## config.mk

```make
export PLATFORM = sky130hd
export DESIGN_NAME = interrupt_ctrl
export DESIGN_NICKNAME = d
export VERILOG_FILES = /design/src/rtl/interrupt_ctrl.sv
export SDC_FILE = /design/constraint.sdc
export NUM_CORES = 1
export LEC_CHECK = 0
export ABC_CLOCK_PERIOD_IN_PS = 1600
export BUFFER_PORTS_ARGS = -buffer_cell sky130_fd_sc_hd__buf_4
export CAP_MARGIN = 30
export CELL_PAD_IN_SITES_DETAIL_PLACEMENT = 0
export CELL_PAD_IN_SITES_GLOBAL_PLACEMENT = 2
export CORE_MARGIN = 3
export CORE_UTILIZATION = 30
export DETAILED_ROUTE_END_ITERATION = 10
export PLACE_DENSITY_LB_ADDON = 0.1
export SETUP_SLACK_MARGIN = 0.5
export SLEW_MARGIN = 20
export SYNTH_ARGS = -nofsm -noshare
export SYNTH_HDL_FRONTEND = slang
export SYNTH_SLANG_ARGS = --single-unit
export TNS_END_PERCENT = 20
```

## constraint.sdc

```tcl
create_clock -name ph2 -period 1.6 [get_ports ph2]
set_input_delay 0.4 -clock ph2 [delete_from_list [all_inputs] [get_ports ph2]]
set_output_delay 0.4 -clock ph2 [all_outputs]
set_load 0.02 [all_outputs]
```

## src/rtl/interrupt_ctrl.sv

```systemverilog
// Interrupt and reset sequencer in front of the CPU datapath.
// Synchronizes the NMI/IRQ pins, latches NMI falling edges, arbitrates
// reset > NMI > BRK > IRQ at instruction boundaries, and supplies the two
// vector address bytes to the datapath constant bus.
//
// Handshake: int_take is a level request that stays high until the
// sequencer answers with a one-cycle int_ack. After that, vec_valid
// qualifies vec_const, and each vec_step pulse consumes one vector byte
// (low, then high). Strobes seen in a state that does not use them are
// ignored.
module interrupt_ctrl #(
   parameter int unsigned SYNC_STAGES = 2,  // must be at least 2
   parameter logic [7:0]  NMI_VEC     = 8'hFA,
   parameter logic [7:0]  RST_VEC     = 8'hFC,
   parameter logic [7:0]  IRQ_VEC     = 8'hFE
) (
   input  logic       ph2,
   input  logic       reset,
   input  logic       nmi_b,
   input  logic       irq_b,
   input  logic       i_flag,
   input  logic       instr_boundary,
   input  logic       brk_req,
   input  logic       int_ack,
   input  logic       vec_step,
   output logic       int_take,
   output logic [1:0] int_kind,
   output logic       b_flag,
   output logic [7:0] vec_const,
   output logic       vec_valid,
   // FSM state for observation: 0 IDLE, 1 TAKE, 2 VEC_LO, 3 VEC_HI
   output logic [1:0] debug_state
);

   typedef enum logic [1:0] {
      IDLE   = 2'd0,
      TAKE   = 2'd1,
      VEC_LO = 2'd2,
      VEC_HI = 2'd3
   } state_t;

   localparam logic [1:0] KIND_NONE = 2'b00;
   localparam logic [1:0] KIND_IRQ  = 2'b01;
   localparam logic [1:0] KIND_NMI  = 2'b10;
   localparam logic [1:0] KIND_RST  = 2'b11;

   state_t                 state;
   logic [SYNC_STAGES-1:0] nmi_sync;
   logic [SYNC_STAGES-1:0] irq_sync;
   logic                   nmi_s;
   logic                   irq_s;
   logic                   prev_nmi;
   logic                   nmi_fall;
   logic                   irq_req;
   logic                   nmi_latched;
   logic                   rst_pending;
   logic [7:0]             vec_base;

   assign nmi_s       = nmi_sync[SYNC_STAGES-1];
   assign irq_s       = irq_sync[SYNC_STAGES-1];
   // A fall is only seen once per low period: prev_nmi must be high again first.
   assign nmi_fall    = prev_nmi & ~nmi_s;
   // IRQ is a level request; it is not held anywhere, only sampled at the boundary.
   assign irq_req     = ~irq_s & ~i_flag;
   assign debug_state = state;

   // Pin synchronizers and the NMI edge-detect history; idle level is high.
   always_ff @(posedge ph2) begin
      if (reset) begin
         nmi_sync <= '1;
         irq_sync <= '1;
         prev_nmi <= 1'b1;
      end else begin
         nmi_sync <= {nmi_sync[SYNC_STAGES-2:0], nmi_b};
         irq_sync <= {irq_sync[SYNC_STAGES-2:0], irq_b};
         prev_nmi <= nmi_s;
      end
   end

   // Request capture, sequencing FSM and registered outputs.
   always_ff @(posedge ph2) begin
      if (reset) begin
         state       <= IDLE;
         rst_pending <= 1'b1;
         nmi_latched <= 1'b0;
         int_take    <= 1'b0;
         int_kind    <= KIND_NONE;
         b_flag      <= 1'b0;
         vec_const   <= 8'h00;
         vec_valid   <= 1'b0;
         vec_base    <= 8'h00;
      end else begin
         case (state)
            IDLE: begin
               if (rst_pending) begin
                  // Reset vector goes out without waiting for a boundary.
                  state    <= TAKE;
                  int_take <= 1'b1;
                  int_kind <= KIND_RST;
                  b_flag   <= 1'b0;
                  vec_base <= RST_VEC;
               end else if (instr_boundary) begin
                  if (nmi_latched) begin
                     state    <= TAKE;
                     int_take <= 1'b1;
                     int_kind <= KIND_NMI;
                     b_flag   <= 1'b0;
                     vec_base <= NMI_VEC;
                  end else if (brk_req) begin
                     state    <= TAKE;
                     int_take <= 1'b1;
                     int_kind <= KIND_IRQ;
                     b_flag   <= 1'b1;
                     vec_base <= IRQ_VEC;
                  end else if (irq_req) begin
                     state    <= TAKE;
                     int_take <= 1'b1;
                     int_kind <= KIND_IRQ;
                     b_flag   <= 1'b0;
                     vec_base <= IRQ_VEC;
                  end
               end
            end
            TAKE: begin
               if (int_ack) begin
                  state     <= VEC_LO;
                  int_take  <= 1'b0;
                  vec_valid <= 1'b1;
                  vec_const <= vec_base;
                  if (int_kind == KIND_RST) rst_pending <= 1'b0;
                  if (int_kind == KIND_NMI) nmi_latched <= 1'b0;
               end
            end
            VEC_LO: begin
               if (vec_step) begin
                  state     <= VEC_HI;
                  vec_const <= vec_base + 8'd1;
               end
            end
            VEC_HI: begin
               if (vec_step) begin
                  state     <= IDLE;
                  vec_valid <= 1'b0;
                  vec_const <= 8'h00;
                  int_kind  <= KIND_NONE;
                  b_flag    <= 1'b0;
               end
            end
            default: state <= IDLE;
         endcase
         // Placed last so a new NMI edge overrides the clear on the ack edge.
         if (nmi_fall) nmi_latched <= 1'b1;
      end
   end

endmodule

```

==> results.json <==
{
  "worst_r2r_endpoint": "b_flag",
  "antenna_found_initial": 0,
  "die_width_um": 62.9,
  "async_flop_share_pct": 0,
  "synth.most_common_cell": "dfxtp_1",
  "drtPass1Iterations": 4,
  "synth_top_cells_by_area": "dfxtp_1, ha_1, mux2i_1",
  "seq_area_frac_synth_pct": 43.3,
  "synth_ff_type": "dfxtp_1",
  "synth.distinct_cells": 28,
  "drt-initial-drc-count": 29,
  "syn_area_um2": 971,
  "gp_congestion": 0.731,
  "cts_inserted_buffers": 3,
  "max_clock_freq_mhz": 691,
  "vias_per_cell": 4.49,
  "design.core.area_um2": 3080,
  "fin_setup_tns_ns": 0,
  "clock-sinks": 21,
  "antenna_left": 0,
  "antenna_cells": 0,
  "grt_max_degree": 18,
  "rr_worst_depth": 6,
  "overflow": 0,
  "peakVddDrop_v": 0.000581,
  "drive_above_1_share_pct": 41.3,
  "path_cells": "inv_6 > buf_4 > ha_4 > mux2_4 > o21ai_4 > mux2i_1",
  "grt_pass1_vias": 787,
  "wl_per_cell_um": 11.9,
  "synth_fp_nets": 123,
  "root_buffer": "clkbuf_4",
  "cp_slowest_cell": "dfxtp_4",
  "drv_slew": 0,
  "hp-class": "primary input to flip-flop",
  "status": "complete, no violations",
  "area_growth_pct": 41.5,
  "final_util_pct": 44.6,
  "path_max_fanout": 5,
  "drc": 0,
  "p_leak_nw": 0.576,
  "initial_core_util_pct": 31.5,
  "synth_warnings": 0,
  "place.detailed.hpwl_um": 1540,
  "yosys-top-cells-count": "dfxtp_1, inv_1, nand2_1",
  "synth.avg_cell_area_um2": 8.99,
  "crit_arrival_ns": 1.70,
  "hold_end": "nmi_sync[0]",
  "io_buffers": 23,
  "cts_max_level": 1,
  "setup_violations": 0,
  "crit_start": "debug_state[0]",
  "pin_count": 24,
  "synth.top_cell.area_share_pct": 43.3,
  "die_area_um2": 3960,
  "grt_pass1_wl_um": 3770,
  "slew_headroom_pct": 79.7,
  "cts_tree": "done",
  "finalHoldViolCount": 0,
  "post-place-ws_ns": 0.0684,
  "setup_slack_ns": 0.153,
  "p_per_area_nw_per_um2": 1660,
  "hold_path_startpoint": "nmi_b",
  "final_cell_count_no_fill": 182,
  "syn_inst": 108,
  "ff2ff_setup_slack_ns": 0.15,
  "fin_area_um2": 1370,
  "fp-row-count": 20,
  "period_minus_slack_ns": 1.45,
  "rsz0062_at_grt": "true",
  "fin_skew_ns": 0.00909,
  "placedInstanceArea_um2": 1220,
  "cp_slowest_stage_delay_ns": 0.44,
  "fillers": 300,
  "synth_top_area_cell": "dfxtp_1",
  "grt_use_total_pct": 11.9,
  "clockBufferDepth": 2,
  "fin_nets": 154,
  "placed_cells": 170,
  "vias": 818,
  "reg2reg_from": "debug_state[0]",
  "crit_type": "flip-flop to flip-flop",
  "drv_cap": 0,
  "period_share_pct": 90.5,
  "totalWireLength_um": 2170,
  "start_kind": "flip-flop",
  "crit_path_end_kind": "flip-flop",
  "whs_path_depth": 2,
  "ys_ff_latch": 21,
  "synth-edff-count": 0,
  "worst_slew_pin_slew_ns": 0.304,
  "postCtsHoldBufs": 0,
  "cp.required_ns": 1.85,
  "die_h_um": 62.9,
  "clk_latency_ns": 0.31,
  "clk_pin_slew_ns": 0.13
}
[placed cells by master (no fill, tap or decap), types with 6 or more instances in the layout]
cell	count
nand2_1	9
a21oi_1	7
or2_2	6
inv_1	7
buf_4	32
nand2b_1	6
dfxtp_1	19
[critical path: cells and delay by family (launching register included)]
family	cells	cell delay, ns
mux	2	0.50
fa+ha+maj	1	0.17
flops	1	0.44
compound gates	1	0.09
buf+inv	2	0.19
[layer usage]
layer / vias up / wire [µm] / GRT usage [%]
li1: 419 / - / -
met1: 368 / 1090 / 16.1
met2: 27 / 944 / 17.9
met3: 4 / 109 / 3.24
met4: 0 / 29 / 4.13
met5: - / 0 / 0
[final cells by class]
cell class                      count  area [µm²]  area share (%)
Tap cell                           44        55.1            4.01
Clock buffer                        3        22.5            1.64
Sequential cell                    21         428            31.1
Timing Repair Buffer               32         240            17.5
Inverter                            9        41.3            3.01
Multi-Input combinational cell     72         582            42.3
Clock inverter                      1        5.00           0.364
[stage by stage]
step                      power [mW]  hold WS (ns)
after global placement          1.77         0.391
after floorplan                 1.48         0.389
final                           2.28         0.270
after global routing            2.45         0.252
after CTS                       2.22         0.261
after detailed placement        1.78         0.394
[logic make-up after synthesis]
logic type,Yosys count,share of synthesized area (%)
AO/OA/AOI/OAI,24,15.6
adder cells (fa/ha/maj),6,7.73
buffers and inverters,15,7.35
flip-flops,21,43.3
multiplexers,6,6.31
AND/OR/NAND/NOR,36,19.7
[worst max-delay path by stage]
stage / to / cells after the start
5_1_grt: vec_const[0] / 7
3_3_place_gp: debug_state[0] / 6
3_5_place_dp: debug_state[0] / 6
6_report: b_flag / 6
4_1_cts: vec_const[0] / 7
2_1_floorplan: debug_state[0] / 6
[power breakdown]
part / internal (mW) / switching [mW]
clock network: 0.0933 / 0.173
logic: 0.630 / 0.583
registers: 0.665 / 0.137
total: 1.39 / 0.893
[state kept, by name (all words and copies together), names as in the netlist]
register	flops
vec_const	4
vec_base	3
debug_state	2
int_kind	2
irq_sync	2
nmi_sync	2
b_flag	1
int_take	1
nmi_latched	1
prev_nmi	1
rst_pending	1
vec_valid	1
[timing repair]
action,CTS,global route
endpoints found under the hold margin,0,0
setup buffers,5,3
endpoints found under the setup margin,31,31
gates resized for setup,8,4
pin swaps,2,2
gates cloned,0,0
(Power assumes the default switching activity.)
